--- config.mk ---
export PLATFORM = sky130hd
export DESIGN_NAME = accumulator
export DESIGN_NICKNAME = d
export VERILOG_FILES = /design/src/rtl/nsc8_pkg.sv /design/src/rtl/accumulator_bus_driver.sv /design/src/rtl/accumulator.sv
export SDC_FILE = /design/constraint.sdc
export NUM_CORES = 1
export LEC_CHECK = 0
export ABC_AREA = 1
export CORE_MARGIN = 2
export CORE_UTILIZATION = 31
export DETAILED_ROUTE_END_ITERATION = 7
export PLACE_DENSITY = 0.75
export SYNTH_ARGS = -nofsm -noshare
export SYNTH_HDL_FRONTEND = slang
export SYNTH_SLANG_ARGS = --single-unit
--- constraint.sdc ---
create_clock -name clk -period 1.11 [get_ports clk]
set_clock_uncertainty 0.1 [all_clocks]
set_input_delay 0.1665 -clock clk [delete_from_list [all_inputs] [get_ports clk]]
set_output_delay 0.1665 -clock clk [all_outputs]
set_load 0.005 [all_outputs]
--- src/rtl/nsc8_pkg.sv ---
// Shared NSC-8 datapath definitions: the default data width and the all-zero bus value.
package nsc8_pkg;

  localparam int DATA_W = 8;
  localparam int MAX_W  = 64;

  // Held at the widest legal width so that any instance can slice out its own width.
  localparam logic [MAX_W-1:0] ALL_ZERO = '0;

endpackage

--- src/rtl/accumulator_bus_driver.sv ---
// bus_driver: drives a register value onto the data bus when enabled. Zero when idle by default;
// high-Z when idle if ACCUMULATOR_TRISTATE_EN is defined.
module bus_driver
  import nsc8_pkg::*;
#(
  parameter int W = DATA_W
) (
  input  logic [W-1:0] value,
  input  logic         enable,
  output logic [W-1:0] bus
);

`ifdef ACCUMULATOR_TRISTATE_EN
  assign bus = enable ? value : {W{1'bz}};
`else
  // The idle value is zero, so several drivers can share the bus through an OR.
  assign bus = enable ? value : ALL_ZERO[W-1:0];
`endif

endmodule

--- src/rtl/accumulator.sv ---
// accumulator: register A of the NSC-8 datapath with zero/negative flags and a gated bus view.
// Define ACCUMULATOR_TRISTATE_EN to make data_out go high-Z instead of zero when output is disabled.
module accumulator
  import nsc8_pkg::*;
#(
  parameter int X = DATA_W
) (
  input  logic         clk,
  input  logic         rst_n,
  input  logic [X-1:0] data_in,
  input  logic         load_a,
  input  logic         load_immediate_a,
  input  logic         output_enable,
  output logic [X-1:0] data_out,
  output logic [X-1:0] a_value,
  output logic         zero,
  output logic         negative
);

  logic [X-1:0] a_reg;
  logic         load;

  // Bus and immediate loads share one source, so asserting both together is legal.
  assign load = load_a | load_immediate_a;

  always_ff @(posedge clk or negedge rst_n) begin
    if (!rst_n) begin
      a_reg <= ALL_ZERO[X-1:0];
    end else if (load) begin
      a_reg <= data_in;
    end
  end

  assign a_value  = a_reg;
  assign zero     = (a_reg == ALL_ZERO[X-1:0]);
  assign negative = a_reg[X-1];

  // Driven from the register only; data_in has no combinational path to the bus.
  bus_driver #(
    .W (X)
  ) u_bus_driver (
    .value  (a_reg),
    .enable (output_enable),
    .bus    (data_out)
  );

endmodule

Yosys cells after proc, flatten, opt, wreduce, memory -nomap -nowiden

Cells that the tools add are included.

Multiplexer cells: 1
Bitwise operators: 1
Reductions and logical operators: 1

Operators with widths:

| kind             | number |
|---|---|
| $logic_not A8 Y1 | 1 |
| $mux W8          | 1 |
| $or A1 B1 Y1     | 1 |

Flip-flop bits (word level): 8
Output and inout port bits: 18
Bits of input ports: 13

Logic depth before layout (Yosys ltp)

Gate-level depths: netlist of run 1.

Depth in word-level cells: 1
Gate-level depth with buffers: 3
Depth with buffers taken out: 3

Hierarchy

From an unflattened synthesis of run 1, not the netlist that was laid out.

Cell total of the unflattened synthesis: 58
Area, all modules: 410.4 µm²

Modules (own cells, without submodules):

| module      | cells an instance | area an instance (µm²) | instances |
|---|---|---|---|
| accumulator | 41                | 345.3                  | 1 |
| bus_driver  | 17                | 65.1                   | 1 |

Least setup slack after synthesis of run 1

No wires, ideal clock.

Path kind: register -> output
From: reg a_reg[7], in the netlist a_value[7]
To: out zero
Buffers on the path: 0
Setup slack: 0.176 ns
Cell stages (with the launch flop): 4
Arrival time: 0.667 ns
Required time: 0.844 ns
Cells stage by stage: dfrtp_1 nor2_1 nand2_1 nor2_1

Longest elaborated chain between the ends: 1

Ends and longest elaborated chain:

| element                | line              | source |
|---|---|---|
| from (decl)            | accumulator.sv:20 | `logic [X-1:0] a_reg;` |
| from (signal assigned) | accumulator.sv:28 | `a_reg <= ALL_ZERO[X-1:0];` |
| from (signal assigned) | accumulator.sv:30 | `a_reg <= data_in;` |
| $logic_not A8 Y1       | accumulator.sv:35 | `assign zero = (a_reg == ALL_ZERO[X-1:0]);` |
| to (decl)              | accumulator.sv:16 | `output logic zero,` |

Every way passes these cells.

Worst setup path in the final report of run 1

From: reg a_reg[5], in the netlist a_value[5]
To: out zero

The elaborated chain is that of the path after synthesis.

==> metrics, run 1 <==
Layout Nets=121; register area=200.2 µm²; Longest Clk Path Bufs=2; Met3 Routed Length=139 µm; Lkg Pwr=just over 0.5 nW; final worst-path setup slack=-0.3209 ns; Hold Path Class=primary input to asynchronous set/reset pin; sequential area share after synthesis=48.78%; CP Launch Point=a_value[5]; Multi-input gate area=197.7 µm²; pin count of the biggest net entering global routing=10; # placed instances=109; setup slack at placement=-0.5727 ns; CP Capture Point=zero; Die Height=40.39 µm; wire length on met2=729 µm; Largest register FFs=8; setup_tns=-1.990 ns; DP Wirelength=between 800 and 900 µm; Area growth syn-to-layout=122.6%; Final setup viols=18; share of layout cells above drive strength 1=50.94%; Worst-path clk slew=about 0.05 ns; CP arrival=~1.2 ns; Fillers=88; Syn. warnings=0; worst path required time=0.84 ns; CTS Buf Count=3; nature of the critical path startpoint=register; Pwr Total=0.8908 mW; first-pass GRT wire length=2.145 mm; die width=40.39 µm; Final period util=128.9%; Initial DRC Count=15; I/O pin cnt=31; Initial Util=32.35%; die area=roughly 0.0016 mm²; Reg2Reg Depth=5; syn_nets=roughly 70; Routed Antenna Nets=0; Setup CP Type=register to output pin; Hold Vio Cnt, Final=0; FF+latch count, synth=8; clock sinks=8; grt total ovfl=0; Rel. slew slack=74.08%; DR vias=563; Final GP Congestion=0.7205; Max Slew Vio Count=0; n_diodes=0; fin crit period=1.431 ns; CTS Hold Bufs=0; Max VDD drop=722.6 µV; Clock Latency Late Sink=0.25 ns; Least-Margin Pin Slew=0.3888 ns; synthesized instance count=58; Yosys cell types=8; Core Box Area=0.001269 mm²; final wirelength=~1.5 mm; WL/cell=approximately 12 µm; DRC=0; CP Capture Type=output pin; r2r startpoint=a_value[6]; Metal-1 WL=574 µm; row cnt=13; RSZ-0062 raised after global routing=true; maxcap violations=0; GR Util All Layers=21.31%; clk root buf=clkbuf_4; initial antenna violation count=0; power density over the cells=between 900 and 1000 mW/mm²; Worst Path Max Fanout=2; drt via density=4.653; failing checks=negative setup slack; R2R Path End=a_value[6]; DR pass1 iterations=4; CTS tree=yes; Cell Area, Synth=410.4 µm²; Max Clk Rate=around 0.7 GHz; Synth Area per Inst=between 7 and 8 µm²; max layer used=met4; final non-filler cell total=121; IO buf count=30; run status=finished with violations; R2R setup slack=0.04 ns; vias in the first global route=roughly 500; H-tree depth=1
-- power breakdown --
part           internal [mW]  switching (mW)  leakage [nW]  total, mW
logic                  0.205           0.130         0.401      0.335
clock network          0.124          0.0973        0.0138      0.221
registers              0.316          0.0185        0.0956      0.335
-- layout by cell type (no fill, tap or decap) --
cell type / n
nand2_2: 8
clkdlybuf4s50_1: 9
nor2_2: 1
inv_2: 5
buf_4: 8
buf_6: 20
dlymetal6s2s_1: 2
clkbuf_4: 3
o21ai_0: 8
nand2_1: 18
inv_1: 3
clkbuf_2: 2
nor2_4: 2
dlygate4sd2_1: 1
dfrtp_1: 8
buf_2: 5
nor2_1: 3
-- worst min-delay path by stage --
stage,from,to,slack [ns]
after floorplan,rst_n,a_value[0],-0.23
after global placement,rst_n,a_value[7],0.36
after detailed placement,rst_n,a_value[5],0.37
after CTS,rst_n,a_value[5],0.1
after global routing,rst_n,a_value[3],0.12
final,rst_n,a_value[3],0.09
-- timing repair --
item / 4_1_cts / 5_1_grt
pin swaps: 2 / 2
setup endpoints to repair: 18 / 26
buffers inserted: 7 / 3
resized for setup: 88 / 22
-- synth_stat cells --
master	instances	share of area, %
inv_1	8	7.3
nor2_4	1	2.7
nand2_1	26	24
buf_2	1	1.2
o21ai_0	8	9.8
nor2_1	5	4.6
dfrtp_1	8	49
buf_4	1	1.8
-- cell type report --
class                   count  share of cell area [%]
clock buffers               3                   2.466
well taps                  15                   2.055
repair buffers             47                   48.63
inverters                   8                   3.288
multi-input cells          40                   21.64
flip-flops and latches      8                   21.92
-- stage by stage --
step	cell area [µm²]	hold WS [ns]	util (%)
2_1_floorplan	410.4	-0.2291	-
3_3_place_gp	777.0	0.3589	61.24
3_5_place_dp	777.0	0.3678	61.24
4_1_cts	864.6	0.09896	68.15
5_1_grt	913.4	0.1158	71.99
6_report	913.4	0.08588	71.99
-- metal layers --
metal	track usage (%)	up-vias
li1	-	275
met1	21.58	250
met2	35.71	32
met3	6.111	6
met4	17.50	0
met5	0	-
-- cells by family (layout without fill, tap and decap cells) --
group	after synthesis	after routing	share of synthesized area, %
buffers and inverters	10	58	10.37
flip-flops	8	8	48.78
AND/OR/NAND/NOR	32	32	31.10
AO/OA/AOI/OAI	8	8	9.756
-- critical path: stages (launching register included) --
cell     delay [ns]
dfrtp_1        0.39
buf_6          0.13
nor2_4         0.09
nand2_2        0.06
nor2_2         0.12
buf_2          0.13
(Power assumes the default switching activity.)
==> run 2: changes to the inputs <==
Settings changed: CAP_MARGIN set to 10, CORE_MARGIN 2 to unset.
Clock period 1.11 ns to 1.4 ns, I/O delays scaled along.
==> run 2 against run 1 <==
Effect of this change:
- the run now ends clean
- flip-flop and latch count did not move
- worst setup slack improved by 0.34 ns
- via count fell by 8.3%
- utilization fell by 1.9 points
- largest cell class unchanged
- sequential share of layout area rose by 2.5 points
- worst hold slack improved by 0.059 ns
- cell area fell by 10%
==> metrics, run 2 (synthesis results as in run 1) <==
final worst-path setup slack=0.01534 ns (was -0.3209 ns); Layout Nets=116 (was 121); Hold Path Class=primary input to asynchronous set/reset pin (unchanged); n_diodes=0 (unchanged); r2r startpoint=a_value[1] (was a_value[6]); I/O pin cnt=31 (unchanged); pin count of the biggest net entering global routing=10 (unchanged); worst-path cell chain=buf_6, nor2_2, nand2_1, nor2_1, buf_2 (was buf_6, nor2_4, nand2_2, nor2_2, buf_2); initial antenna violation count=0 (unchanged); Least-Margin Pin Slew=0.3800 ns (was 0.3888 ns); Max VDD drop=498.5 µV (was 722.6 µV); grt total ovfl=0 (unchanged); H-tree depth=1 (unchanged); final wirelength=1.253 mm (was 1.492 mm); RSZ-0062 raised after global routing=true (unchanged); Die Height=38.39 µm (was 40.39 µm); kind of cell adding the most delay to the critical path=flip-flops (unchanged); Lkg Pwr=0.4641 nW (was 0.5105 nW); maxcap violations=0 (unchanged); DRC=0 (unchanged); slowest stage delay, CP=0.39 ns (about the same); run status=completed (was finished with violations); cell depth of the worst setup path=5 (unchanged); Worst-path clk slew=0.05 ns (about the same); Initial Util=35.04% (was 32.35%); R2R setup slack=0.44 ns (was 0.04 ns); drt via density=4.487 (was 4.653); CP Launch Point=a_value[2] (was a_value[5]); fin crit period=1.385 ns; setup slack at placement=-0.3678 ns (was -0.5727 ns); die area=0.001473 mm² (was 0.001631 mm²); Flop pwr share=41.2% (was 37.6%); switching share of total power=26.59% (was 27.55%); Clock Latency Late Sink=0.25 ns (about the same); first-pass GRT wire length=1.945 mm (was 2.145 mm); R2R Path End=a_value[1] (was a_value[6]); die width=38.39 µm (was 40.39 µm); Area growth syn-to-layout=100.0% (was 122.6%); clock share of power=27.0% (was 24.8%); nature of the critical path startpoint=register (unchanged); IO buf count=30 (unchanged); Comb pwr share=31.8% (was 37.6%); Longest Clk Path Bufs=2 (unchanged); most common cell after layout, fill and taps aside=nand2_1 (was buf_6); slowest CP cell=dfrtp_1 (unchanged); vias in the first global route=467 (was 502); CTS tree=yes (unchanged); Initial DRC Count=19 (was 15); share of layout cells above drive strength 1=23.76% (was 50.94%); Rel. slew slack=74.59% (was 74.08%); Max Clk Rate=0.7222 GHz; DR pass1 iterations=4 (unchanged); Setup CP Type=register to output pin (unchanged); Fillers=104 (was 88); Buf/Inv on CP=2 (unchanged); Sw Pwr=0.1715 mW (was 0.2454 mW); Final GP Congestion=0.7333 (was 0.7205); commonest non-fill, non-tap cells in the layout=nand2_1 (26), clkdlybuf4s50_1 (11), dlygate4sd2_1 (10) (was buf_6 (20), nand2_1 (18), clkdlybuf4s50_1 (9)); Final period util=98.90%; WL/cell=10.90 µm (was 12.33 µm); row cnt=12 (was 13); Hold Vio Cnt, Final=0 (unchanged); Min Hold Slack=0.1451 ns (was 0.08588 ns); GR Util All Layers=20.07% (was 21.31%); Largest register FFs=8 (unchanged); clock sinks=8 (unchanged); Final setup viols=0 (was 18); Routed Antenna Nets=0 (unchanged); power density over the cells=785.7 mW/mm² (was 975.3 mW/mm²); CP Capture Type=output pin (unchanged); CTS Buf Count=3 (unchanged); internal power=0.4735 mW (was 0.6453 mW); DR vias=516 (was 563); Worst Path Max Fanout=2 (unchanged); clk root buf=clkbuf_4 (unchanged); CP arrival=1.07 ns (was 1.16 ns); Reg2Reg Depth=4 (was 5); CTS Hold Bufs=0 (unchanged); DP Wirelength=892.3 µm (was 866.9 µm); worst path required time=1.09 ns (was 0.84 ns); Max Slew Vio Count=0 (unchanged); Core Box Area=0.001171 mm² (was 0.001269 mm²)
## run 2: worst max-delay path by stage
| stage | end | slack (ns) |
|---|---|---|
| floorplan | zero | 0.42 |
| global placement | data_out[0] | -0.34 |
| detailed placement | data_out[3] | -0.37 |
| CTS | data_out[7] | -0.02 |
| global route | zero | -0.06 |
| finish | zero | 0.02 |
## run 2: cell type report
| cell class | instances | area, µm² | area share (%) |
|---|---|---|---|
| Timing Repair Buffer | 42 | 377.9 | 46.04 |
| Sequential cell | 8 | 200.2 | 24.39 |
| Multi-Input combinational cell | 40 | 172.7 | 21.04 |
| Inverter | 8 | 30.03 | 3.659 |
| Clock buffer | 3 | 22.52 | 2.744 |
| Tap cell | 14 | 17.52 | 2.134 |
## run 2: power groups by stage
stage | registers (mW) | clock network (mW) | logic (mW)
4_1_cts | 0.263 | 0.184 | 0.205
6_report | 0.266 | 0.174 | 0.205
3_3_place_gp | 0.264 | 0 | 0.202
5_1_grt | 0.267 | 0.189 | 0.227
2_1_floorplan | 0.274 | 0 | 0.0460
3_5_place_dp | 0.265 | 0 | 0.206
## run 2: worst register-to-register path: cells and delay by family (launching register included)
kind	cells	cell delay, ns
AND/OR/NAND/NOR	2	0.11
flip-flops	1	0.40
buffers and inverters	2	0.25
## run 2: what timing repair did
action / 4_1_cts / 5_1_grt
pin swaps: 1 / 0
setup endpoints to repair: 18 / 6
buffers inserted: 4 / 0
gates resized for setup: 35 / 10
## run 2: metrics by stage
step                      power (mW)  instance area, µm²  utilization, %  instances  setup TNS (ns)
final                         0.6449               820.8           70.09        115               0
after global routing          0.6834               820.8           70.09        115        -0.06267
after CTS                     0.6523               834.6           71.26        115        -0.05745
after detailed placement      0.4703               775.7           66.24        108          -2.837
after global placement        0.4656               775.7           66.24        108          -2.608
after floorplan               0.3201               410.4               -         58               0
## run 2: per-layer routing
metal  global-route usage, %  vias up  part of all wire, %
met4                   12.93        0                 0.64
met3                   2.907        2                  8.0
met5                       0        -                    0
met2                   34.32       27                   49
li1                        -      264                    -
met1                   23.13      223                   42
==> run 3: changes to the inputs <==
Settings changed: ABC_CLOCK_PERIOD_IN_PS set to 1400.
==> results of run 3 <==
The final DEF is identical to that of run 2; final timing and power are the same.
